### config.mk
export PLATFORM = sky130hd
export DESIGN_NAME = traffic
export DESIGN_NICKNAME = d
export VERILOG_FILES = /design/src/rtl/traffic_pkg.sv /design/src/rtl/traffic_phase_timer.sv /design/src/rtl/traffic.sv
export SDC_FILE = /design/constraint.sdc
export NUM_CORES = 1
export LEC_CHECK = 0
export CAP_MARGIN = 20
export CORE_AREA = 2 2 39 41
export CTS_CLUSTER_SIZE = 28
export DETAILED_ROUTE_END_ITERATION = 12
export DIE_AREA = 0 0 41 43
export PLACE_DENSITY = 0.77
export SKIP_LAST_GASP = 1
export SYNTH_ARGS = -nofsm -noshare
export SYNTH_HDL_FRONTEND = slang
export SYNTH_SLANG_ARGS = --single-unit
### constraint.sdc
create_clock -name clk -period 2.75 [get_ports clk]
set_input_delay 0.55 -clock clk [delete_from_list [all_inputs] [get_ports clk]]
set_output_delay 0.55 -clock clk [all_outputs]
set_load 0.05 [all_outputs]
### src/rtl/traffic_pkg.sv
// Shared types and constants for the traffic-light controller: state enum,
// one-hot lamp codes and counter widths.
package traffic_pkg;

    typedef enum logic [2:0] {
        NS_G  = 3'd0,
        NS_Y  = 3'd1,
        AR_NS = 3'd2,
        EW_G  = 3'd3,
        EW_Y  = 3'd4,
        AR_EW = 3'd5
    } state_t;

    localparam logic [2:0] RED    = 3'b100;
    localparam logic [2:0] YELLOW = 3'b010;
    localparam logic [2:0] GREEN  = 3'b001;

    localparam int unsigned CNT_W = 6;
    // One bit wider than the counter so a duration of 64 is representable.
    localparam int unsigned DUR_W = CNT_W + 1;

endpackage

### src/rtl/traffic_phase_timer.sv
// Phase timer: counts cycles in the current phase and flags the last cycle
// (count == duration-1), restarting from 0 on that edge or on reset.
module traffic_phase_timer
    import traffic_pkg::*;
(
    input  logic             clk,
    input  logic             rst,
    input  logic [DUR_W-1:0] i_dur,
    output logic [CNT_W-1:0] o_count,
    output logic             o_done
);

    logic [CNT_W-1:0] r_count;

    assign o_done  = ({1'b0, r_count} == (i_dur - DUR_W'(1)));
    assign o_count = r_count;

    always_ff @(posedge clk) begin
        if (rst) begin
            r_count <= '0;
        end else if (o_done) begin
            r_count <= '0;
        end else begin
            r_count <= r_count + CNT_W'(1);
        end
    end

endmodule

### src/rtl/traffic.sv
// Fixed-time two-road traffic-light controller (Moore FSM + phase timer).
// Define TRAFFIC_ALLRED_EN to insert all-red clearance phases after each yellow.
module traffic
    import traffic_pkg::*;
#(
    parameter int unsigned GREEN_CYCLES  = 16,
    parameter int unsigned YELLOW_CYCLES = 4,
    parameter int unsigned ALLRED_CYCLES = 2
) (
    input  logic             clk,
    input  logic             rst,
    output logic [CNT_W-1:0] count,
    output logic [2:0]       light_ns,
    output logic [2:0]       light_ew
);

    if (GREEN_CYCLES < 1 || GREEN_CYCLES > 64) begin : g_bad_green
        $error("traffic: GREEN_CYCLES must be in 1..64");
    end
    if (YELLOW_CYCLES < 1 || YELLOW_CYCLES > 64) begin : g_bad_yellow
        $error("traffic: YELLOW_CYCLES must be in 1..64");
    end
    if (ALLRED_CYCLES < 1 || ALLRED_CYCLES > 64) begin : g_bad_allred
        $error("traffic: ALLRED_CYCLES must be in 1..64");
    end

    localparam logic [DUR_W-1:0] LP_G = DUR_W'(GREEN_CYCLES);
    localparam logic [DUR_W-1:0] LP_Y = DUR_W'(YELLOW_CYCLES);
    localparam logic [DUR_W-1:0] LP_A = DUR_W'(ALLRED_CYCLES);

    state_t           r_state;
    state_t           w_next;
    logic [DUR_W-1:0] w_dur;
    logic             w_done;

    traffic_phase_timer u_timer (
        .clk     (clk),
        .rst     (rst),
        .i_dur   (w_dur),
        .o_count (count),
        .o_done  (w_done)
    );

    always_ff @(posedge clk) begin
        if (rst) begin
            r_state <= NS_G;
        end else begin
            r_state <= w_next;
        end
    end

    always_comb begin
        w_next   = r_state;
        w_dur    = LP_G;
        light_ns = RED;
        light_ew = RED;
        case (r_state)
            NS_G: begin
                w_dur    = LP_G;
                light_ns = GREEN;
                if (w_done) w_next = NS_Y;
            end
            NS_Y: begin
                w_dur    = LP_Y;
                light_ns = YELLOW;
`ifdef TRAFFIC_ALLRED_EN
                if (w_done) w_next = AR_NS;
`else
                if (w_done) w_next = EW_G;
`endif
            end
            AR_NS: begin
                w_dur = LP_A;
                if (w_done) w_next = EW_G;
            end
            EW_G: begin
                w_dur    = LP_G;
                light_ew = GREEN;
                if (w_done) w_next = EW_Y;
            end
            EW_Y: begin
                w_dur    = LP_Y;
                light_ew = YELLOW;
`ifdef TRAFFIC_ALLRED_EN
                if (w_done) w_next = AR_EW;
`else
                if (w_done) w_next = NS_G;
`endif
            end
            AR_EW: begin
                w_dur = LP_A;
                if (w_done) w_next = NS_G;
            end
            default: begin
                w_next = NS_G;
            end
        endcase
    end

endmodule

# After elaboration in Yosys (flattened, before gate mapping)

Cells that the tools add are included.

Flip-flop bits (word level): 9
Input bits: 2
Word-level logic and storage cells: 29

$add $sub $neg: 2
Equal/unequal tests: 10
Muxes and demuxes: 8
Reductions and logical operators: 7

Operators with widths:

| operator            | count |
|---|---|
| $mux 3              | 4 |
| $pmux 3 s2          | 2 |
| $pmux 3 s4          | 1 |
| $pmux 5 s2          | 1 |
| $reduce_or 2->1     | 5 |
| $ne 2x1->1 const B  | 4 |
| $eq 6x7->1          | 1 |
| $add 6x1->6 const B | 1 |
| $eq 3x2->1 const B  | 2 |
| $eq 3x3->1 const B  | 2 |
| $sub 5x1->6 const B | 1 |
| $reduce_and 4->1    | 1 |
| $eq 3x1->1 const B  | 1 |
| $logic_not 3->1     | 1 |

# Logic depth before layout (Yosys ltp)

Gate-level depths: netlist of the first run.

Depth after elaboration: 7
Mapped depth: 8
Gate-level depth less buffers: 7

# Hierarchy

Synthesis of the first run repeated with hierarchy kept, for this count alone.

Cells, all modules: 82
Area total of the unflattened synthesis: 694.4 sq um

By module, submodules not included:

| module              | instances | cells each | area an instance (sq um) | sequential area each (sq um) |
|---|---|---|---|---|
| traffic_phase_timer | 1         | 52         | 435.4                    | 120.1 |
| traffic             | 1         | 30         | 259.0                    | 60.1 |

# Worst setup path after synthesis of the first run

OpenSTA, ideal clock, no wires.

Kind: register to register
Start: reg r_state[2]
End: reg r_state[2]
Setup time: 88 ps
Data arrival time: 2841 ps
Data required time: 2662 ps
Path slack: -179 ps
Stages on the path, launching flop included: 9
Buffers on the path: 1
Cell sequence: dfxtp_1 > clkbuf_1 > or2_2 > nor2_1 > nor2_1 > ha_1 > xnor2_1 > o41a_1 > a311oi_2

Longest elaborated chain between the ends: 7
Elaborated cells between the ends (all ways): 19
Those cells by class: 1 x add/sub; 10 x eq/ne; 2 x mux; 6 x reduce/logical

RTL lines:

| element                                  | RTL line                  | source |
|---|---|---|
| start: declaration                       | traffic.sv:31             | `state_t r_state;` |
| start signal: assignment                 | traffic.sv:48             | `r_state <= w_next;` |
| $eq 3x3->1, or another cell as far along | traffic.sv:57             | `case (r_state)` |
| $reduce_or 2->1 (no line)                | n/a                       |  |
| $pmux 5 s2                               | traffic.sv:57             |  |
| $sub 5x1->6                              | traffic_phase_timer.sv:15 | `assign o_done = ({1'b0, r_count} == (i_dur - DUR_W'(1)));` |
| $eq 6x7->1                               | traffic_phase_timer.sv:15 |  |
| $ne 2x1->1 (no line)                     | n/a                       |  |
| $reduce_and 4->1 (no line)               | n/a                       |  |

Several ways; a longest one is shown, not always the timed one.
A chain may end at the register's enable or synchronous reset.

# Worst setup path after layout of the first run

Start: reg r_state[1]
End: out light_ew[2]

Longest elaborated chain between the ends: 2
Elaborated cells between the ends (all ways): 3
Those cells by class: 2 x eq/ne; 1 x mux

RTL lines:

| element                                         | RTL line      | source |
|---|---|---|
| $eq 3x3->1 / $eq 3x2->1 (equally long branches) | traffic.sv:57 |  |
| $pmux 3 s2 *                                    | traffic.sv:57 |  |
| end: declaration                                | traffic.sv:14 | `output logic [2:0] light_ew` |

Every way passes the cells marked *; elsewhere a longest branch is shown, timed or not.

==> results of run 1 <==
state kept, by name, summed over array words and instances (netlist names):
signal	flops
u_timer.o_count	6
r_state	3
routing by layer:
layer	vias up	GRT usage
met2	14	0.222
met3	0	0.0942
met1	255	0.228
met5	-	0
li1	274	-
met4	0	0.0400
power breakdown:
group | switching, W | total [W] | internal (W)
clock | 0.0000440 | 0.0000998 | 0.0000558
sequential | 0.00000734 | 0.000142 | 0.000134
combinational | 0.0000263 | 0.0000422 | 0.0000159
cell families after synthesis:
| logic type | after synthesis | share of synthesized area |
|---|---|---|
| AND/OR/NAND/NOR | 33 | 0.321 |
| XOR/XNOR | 5 | 0.0759 |
| buffers and inverters | 7 | 0.0477 |
| multiplexers | 1 | 0.0174 |
| flip-flops | 9 | 0.312 |
| AO/OA/AOI/OAI | 13 | 0.182 |
| adder cells (fa/ha/maj) | 2 | 0.0434 |
final timing paths:
kind | depth (start not counted) | end | startpoint
worst max-delay path | 4 | light_ew[2] | r_state[1]
worst min-delay path | 1 | u_timer.o_count[0] | u_timer.o_count[0]
worst max register to register | 6 | r_state[2] | r_state[1]
worst min register to register | 1 | u_timer.o_count[0] | u_timer.o_count[0]
layout make-up:
| type | instances | area [µm²] |
|---|---|---|
| inverters | 2 | 7.51 |
| clock buffers | 4 | 26.3 |
| flip-flops and latches | 9 | 180 |
| well taps | 16 | 20.0 |
| fillers | 130 | 648 |
| repair buffers | 13 | 130 |
| multi-input cells | 54 | 372 |
through the flow:
stage	instance area [µm²]	hold slack [ns]	power, W
floorplan	579	0.614	0.000174
global placement	709	0.477	0.000186
detailed placement	709	0.487	0.000186
CTS	736	0.498	0.000287
global route	736	0.545	0.000301
finish	736	0.498	0.000284
critical path: stages, from the launching register on:
cell	delay, ns
dfxtp_1	0.47
nand2b_1	0.19
nor2_1	0.07
nor2_1	0.11
clkdlybuf4s50_1	0.80
cells in the final DEF (no fill, tap or decap), drive strengths merged, types with 3 or more instances in the layout:
cell	instances
nor4	3
nand2	5
nor2	9
or3	3
nand2b	4
clkbuf	4
o21ai	3
clkdlybuf4s50	13
a311oi	5
dfxtp	9
xor2	3
==> flow_summary.yaml, run 1 <==
place:
  dpl.cell_count: 94
  io_buffer_count: 13
  hpwl_um: 857
  dp_slack_ns: 0.564
  gp_congestion: 0.787
synthesis:
  yosysTopAreaCell: "dfxtp_1"
  syn-instance-count: 70
  synth_area_leaders: "dfxtp_1, a311oi_1, nor2_1, xor2_1, ha_1"
  synth-async-reset-ratio: 0
  synth.ff_latch_count: 9
  ys_warn_count: 0
  synth_fp_nets: 74
  yosysSeqAreaShare: 0.312
  yosysTopAreaCellShare: 0.312
  syn_area_um2: 577
  synth_edf_count: 0
  synth_cell_type_count: 28
  syn_avg_cell_area_um2: 8.24
  synthTopCellsByCount: "dfxtp_1, nor2_1, nand2_1"
  synth-main-ff-cell: "dfxtp_1"
routing:
  ant_nets: 0
  vias_per_cell: 5.54
  highest_layer: "met3"
  drtIter0Drc: 13
  totalWireLength_um: 1180
  wl_met3_um: 58
  wl_met2_um: 588
  drcViolationCount: 0
  vias: 543
  drtPass1Iterations: 4
  wl_met1_um: 536
  routedWlPerCell_um: 12.1
worst_hold_path:
  min_path_type: "reg2reg"
timing:
  slew_headroom: 0.652
  hold_violations: 0
  max_freq_mhz: 407
  tns_ns: 0
  finalWorstSetupSlack_ns: 0.293
  clock_skew_ns: 0.00599
  rsz0062_at_grt: "false"
  finalSetupViolCount: 0
  post-route-min-period_ns: 2.46
  post-route-period-util: 0.893
  tightest_slew_ns: 0.518
  maxSlewViolCount: 0
global_route:
  grt_antenna_before_repair: 0
  overflow: 0
  track_usage: 0.166
  grt_pass1_wl_um: 1970
  grt_max_degree: 12
  grt_pass1_vias: 446
worst_setup_path:
  arrival_ns: 1.91
  cp-start-kind: "register"
  rrSetupSlack_ns: 0.54
  worstPathRequired_ns: 2.20
  worstSetupPathType: "reg2out"
  cp-end-kind: "output pin"
  path_max_fanout: 11
clocking:
  clkSlewWorstSetupHoldPaths_ns: 0.05
  cts_resized: 0
  htreeDepth: 1
  clock-sinks: 9
  cts_buffers: 3
  cts_buffer_depth: 2
  cts_tree: "built"
  worstSkewPairLatency_ns: 0.26
  cts_setup_buffers: 0
  hold_buffers: 0
  clockRootBuffer: "clkbuf_4"
final_layout:
  n_antenna_cell: 0
  final_core_util: 0.532
  nNetsFinal: 87
  drive_above_1_share: 0.0976
  final_cells: 98
  areaGrowthSynthToFinish_pct: 27.5
flow_run:
  cap_violations: 0
die:
  start_util: 0.417
  row_count: 14
  coreArea_um2: 1380
  io_pins: 14
  fp.dieH_um: 43
  dieWidth_um: 41
  fp.dieArea_um2: 1760
power:
  powerDensity_nw_per_um2: 385
  max-vdd-ir-drop_mv: 0.367
  p_leak_nw: 0.247
outcome:
  status: "completed"
Power figures use the tool's default switching activity.
==> run 2, diff against run 1 <==
- CORE_AREA: 2 2 39 41 -> default
- CORE_MARGIN: default -> 2
- CORE_UTILIZATION: default -> 42
- DIE_AREA: 0 0 41 43 -> default
- PLACE_DENSITY: 0.77 -> 0.78
- clock period: 2.75 -> 2.1 ns (I/O delays scaled with it)
==> flow_summary.yaml, run 2 (same netlist as run 1, synthesis figures left out) <==
global_route:
  grt_antenna_before_repair: 0
  overflow: 0
  grt_max_degree: 12
  track_usage: 0.189
  grt_pass1_vias: 447
  grt_pass1_wl_um: 2080
routing:
  routedWlPerCell_um: 14.2
  drtPass1Iterations: 4
  totalWireLength_um: 1400
  drtIter0Drc: 7
  drcViolationCount: 0
  ant_nets: 0
  vias: 552
  vias_per_cell: 5.58
clocking:
  clkSlewWorstSetupHoldPaths_ns: 0.06
  cts_setup_buffers: 0
  clockRootBuffer: "clkbuf_4"
  cts_tree: "built"
  htreeDepth: 1
  clock-sinks: 9
  cts_buffers: 3
  cts_buffer_depth: 2
  worstSkewPairLatency_ns: 0.26
die:
  io_pins: 14
  fp.dieH_um: 41.1
  coreArea_um2: 1280
  fp.dieArea_um2: 1690
  dieWidth_um: 41.1
  row_count: 13
  start_util: 0.449
timing:
  post-route-period-util: 0.982
  tightest_slew_ns: 0.498
  post-route-min-period_ns: 2.06
  slew_headroom: 0.667
  finalWorstSetupSlack_ns: 0.0382
  finalSetupViolCount: 0
  maxSlewViolCount: 0
  rsz0062_at_grt: "true"
  hold_violations: 0
  max_freq_mhz: 485
  clock_skew_ns: 0.00307
final_layout:
  nNetsFinal: 89
  areaGrowthSynthToFinish_pct: 42.5
  final_core_util: 0.640
  multi_input_area_um2: 433
  n_antenna_cell: 0
  largest_reg_flops: 6
  drive_above_1_share: 0.310
  fillCellCount: 114
  layout_common_cells: "nor2_1, buf_4, clkdlybuf4s50_1, dfxtp_1, nand2_1"
  seq_area_um2: 184
  final_cells: 99
worst_setup_path:
  cp_num_buf_inv: 1
  critPathTopFamily: "buffers and inverters"
  arrival_ns: 1.64
  path_max_fanout: 5
  cp_slowest_cell: "clkdlybuf4s50_1"
  critPathMaxStageDelay_ns: 0.87
  worstPathRequired_ns: 1.68
  cp-start-kind: "register"
  cp_cell_sequence: "clkdlybuf4s50_1"
  worstSetupPathType: "reg2out"
  cp-end-kind: "output pin"
power:
  p_leak_nw: 0.296
  powerDensity_nw_per_um2: 464
  max-vdd-ir-drop_mv: 0.447
flow_run:
  cap_violations: 0
place:
  io_buffer_count: 13
  gp_congestion: 0.803
  hpwl_um: 991
  dpl.cell_count: 95
  dp_slack_ns: 0.0991
worst_hold_path:
  min_path_type: "reg2reg"
outcome:
  status: "completed"
-- run 2: path summary, 6_finish.rpt --
kind | slack, ns | endpoint | depth (start not counted) | startpoint
setup / recovery | 0.04 | count[2] | 1 | u_timer.o_count[2]
hold / removal | 0.50 | u_timer.o_count[0] | 1 | u_timer.o_count[0]
setup reg to reg | 0.12 | r_state[2] | 7 | r_state[1]
hold reg to reg | 0.50 | u_timer.o_count[0] | 1 | u_timer.o_count[0]
-- run 2: worst register-to-register path, stage by stage, from the launching register on --
cell and delay, ns:
dfxtp_2 0.37, or2_4 0.28, nor2_4 0.14, nor2_1 0.06, ha_2 0.31, xnor2_4 0.19
o41a_1 0.34, a311oi_2 0.19
-- run 2: metal layers --
metal	track usage	share of wire	up-vias
met5	0	0	-
met1	0.253	0.48	265
met3	0.0652	0.032	2
li1	-	-	279
met4	0.0583	0.0029	0
met2	0.281	0.49	6
-- run 2: layout make-up --
type / instances / area share
clock buffer: 4 / 0.0320
inverter: 2 / 0.00913
multi-input combinational: 54 / 0.527
sequential: 9 / 0.224
tap: 15 / 0.0228
timing repair buffer: 15 / 0.186
-- run 2: report_power, final --
group / total [W] / internal (W) / switching [W]
Combinational: 0.0000610 / 0.0000235 / 0.0000375
Sequential: 0.000187 / 0.000176 / 0.0000110
Clock: 0.000134 / 0.0000732 / 0.0000606
-- run 2: timing repair --
item | in CTS | in global routing
hold endpoints to repair | 0 | 0
setup endpoints to repair | 0 | 5
hold buffers | 0 | 0
resized for setup | 0 | 6
-- run 2: through the flow --
stage               instance area [µm²]  total power [W]  hold slack (ns)  setup TNS (ns)
global route                        822         0.000396            0.520         -0.0155
detailed placement                  769         0.000248            0.487               0
finish                              822         0.000381            0.497               0
CTS                                 796         0.000383            0.501               0
floorplan                           629         0.000229            0.582          -0.649
global placement                    769         0.000246            0.467               0
==> run 3, diff against run 2 <==
- CORE_UTILIZATION: 42 -> 44
- PLACE_DENSITY: 0.78 -> 0.79
- SYNTH_HIERARCHICAL: default -> 1
==> flow_summary.yaml, run 3 <==
outcome:
  status: "complete, but fails checks"
  violations: "negative setup slack"
clocking:
  htreeDepth: 1
  clkSlewWorstSetupHoldPaths_ns: 0.06
  worstSkewPairLatency_ns: 0.25
  clockRootBuffer: "clkbuf_4"
  clock-sinks: 9
  cts_buffers: 3
  cts_tree: "built"
  cts_buffer_depth: 2
final_layout:
  layout_common_cells: "buf_4, conb_1, nor2_1, xnor2_1, clkdlybuf4s50_1"
  nNetsFinal: 128
  mostFrequentLayoutCell: "buf_4"
  n_antenna_cell: 0
  largest_reg_flops: 6
  fillCellCount: 128
  final_cells: 139
  drive_above_1_share: 0.317
  multi_input_area_um2: 583
  seq_area_um2: 186
  design_area_um2: 1060
  areaGrowthSynthToFinish_pct: 52.1
place:
  dp_slack_ns: -0.175
  dpl.cell_count: 132
  gp_congestion: 0.777
  hpwl_um: 1130
  post_dp_cell_area_um2: 992
  io_buffer_count: 13
synthesis:
  yosysSeqAreaShare: 0.259
  syn_avg_cell_area_um2: 8.47
  synth_edf_count: 0
  synthTopCellsByCount: "dfxtp_1, nor2_1, xnor2_1"
  syn-instance-count: 82
  yosysTopAreaCellShare: 0.259
  synthAdderAreaFrac: 0.0360
  ys_warn_count: 6
  synth-async-reset-ratio: 0
  synthMuxAreaShare: 0
  syn_area_um2: 694
  synth_top_family_by_area: "simple AND/OR/NAND/NOR gates"
  synth-simple-area-share: 0.321
  synth_compound_area_frac: 0.182
  synth.ff_latch_count: 9
  yosysTopAreaCell: "dfxtp_1"
  synth_area_leaders: "dfxtp_1, xnor2_1, xor2_1, nor2_1, nor3_1"
  synth_cell_type_count: 33
  synth-main-ff-cell: "dfxtp_1"
  synthXorXnorAreaFrac: 0.151
worst_setup_path:
  worstPathRequired_ns: 2.27
  cp_cell_sequence: "and3b_1 > a21o_1 > nor3_2 > xnor2_1 > a2111o_1 > a211oi_4 > buf_6 > nand4b_1 > a21oi_2"
  critPathMaxStageDelay_ns: 0.42
  cp-end-kind: "register"
  path_max_fanout: 5
  critPathTopFamily: "compound AO/OA/AOI/OAI gates"
  worstSetupPathType: "reg2reg"
  cp_slowest_cell: "a2111o_1"
  cp_num_buf_inv: 1
  cp-start-kind: "register"
  arrival_ns: 2.49
routing:
  drcViolationCount: 0
  ant_nets: 0
  drtPass1Iterations: 4
  vias: 690
  drtIter0Drc: 13
  totalWireLength_um: 1580
  routedWlPerCell_um: 11.3
  vias_per_cell: 4.96
global_route:
  grt_pass1_wl_um: 2580
  grt_pass1_vias: 641
  grt_max_degree: 10
  grt_antenna_before_repair: 0
  track_usage: 0.181
  overflow: 0
timing:
  finalWorstSetupSlack_ns: -0.213
  max_freq_mhz: 432
  rsz0062_at_grt: "true"
  post-route-min-period_ns: 2.31
  post-route-period-util: 1.10
  finalSetupViolCount: 9
  maxSlewViolCount: 0
  hold_violations: 0
  tns_ns: -1.22
  clock_skew_ns: 0.00407
die:
  io_pins: 14
  dieWidth_um: 43.7
  fp.dieArea_um2: 1910
  row_count: 14
  coreArea_um2: 1490
  start_util: 0.466
  fp.dieH_um: 43.7
flow_run:
  cap_violations: 0
power:
  max-vdd-ir-drop_mv: 0.425
  p_total_w: 0.000385
  p_leak_nw: 0.437
  powerDensity_nw_per_um2: 365
worst_hold_path:
  min_path_type: "reg2reg"
[run 3: changes by cell type in the layout (fill, tap and decap cells not counted), moves of 4 or more]
cell	change
a311oi_1	-4
buf_4	+10
conb_1	+15
nor3_1	+5
xnor2_1	+6
[run 3: final cells by class]
cell class / instances / area share
multi-input cells: 81 / 0.552
repair buffers: 26 / 0.217
well taps: 16 / 0.0190
clock buffers: 4 / 0.0249
inverters: 3 / 0.0107
flip-flops and latches: 9 / 0.177
[run 3: what timing repair did]
| action | 4_1_cts | 5_1_grt |
|---|---|---|
| hold buffers | 0 | 0 |
| buffers inserted | 1 | 2 |
| gates resized for setup | 3 | 2 |
| pin swaps | 3 | 8 |
| endpoints found under the setup margin | 9 | 9 |
[run 3: path summary, 6_finish.rpt]
check        slack [ns]                 end               start  depth (start not counted)
max               -0.21          r_state[2]          r_state[0]                          9
min                0.54  u_timer/o_count[0]  u_timer/o_count[0]                          1
max reg2reg       -0.21          r_state[2]          r_state[0]                          9
min reg2reg        0.54  u_timer/o_count[0]  u_timer/o_count[0]                          1
[run 3: metal layers]
| layer | vias up | wire length, µm | share of wire | track usage |
|---|---|---|---|---|
| li1 | 356 | - | - | - |
| met1 | 322 | 722 | 0.46 | 0.224 |
| met2 | 10 | 795 | 0.50 | 0.306 |
| met3 | 2 | 48 | 0.030 | 0.0125 |
| met4 | 0 | 8 | 0.0051 | 0.103 |
| met5 | - | 0 | 0 | 0 |
[run 3: report_power, final]
| group | internal [W] | switching, W |
|---|---|---|
| combinational | 0.0000327 | 0.0000426 |
| sequential | 0.000175 | 0.00000770 |
| clock | 0.0000729 | 0.0000549 |
[run 3: logic make-up (layout without fill, tap and decap cells)]
family	count (synthesis)	in the layout
XOR/XNOR	12	12
AND/OR/NAND/NOR	38	38
AO/OA/AOI/OAI	14	14
buffers and inverters	6	33
adder cells (fa/ha/maj)	2	2
other	1	15
flip-flops	9	9
[run 3: metrics by stage]
step,utilization,hold WS (ns)
after floorplan,-,0.477
after global placement,0.666,0.520
after detailed placement,0.666,0.528
after CTS,0.695,0.540
after global routing,0.709,0.576
final,0.709,0.538
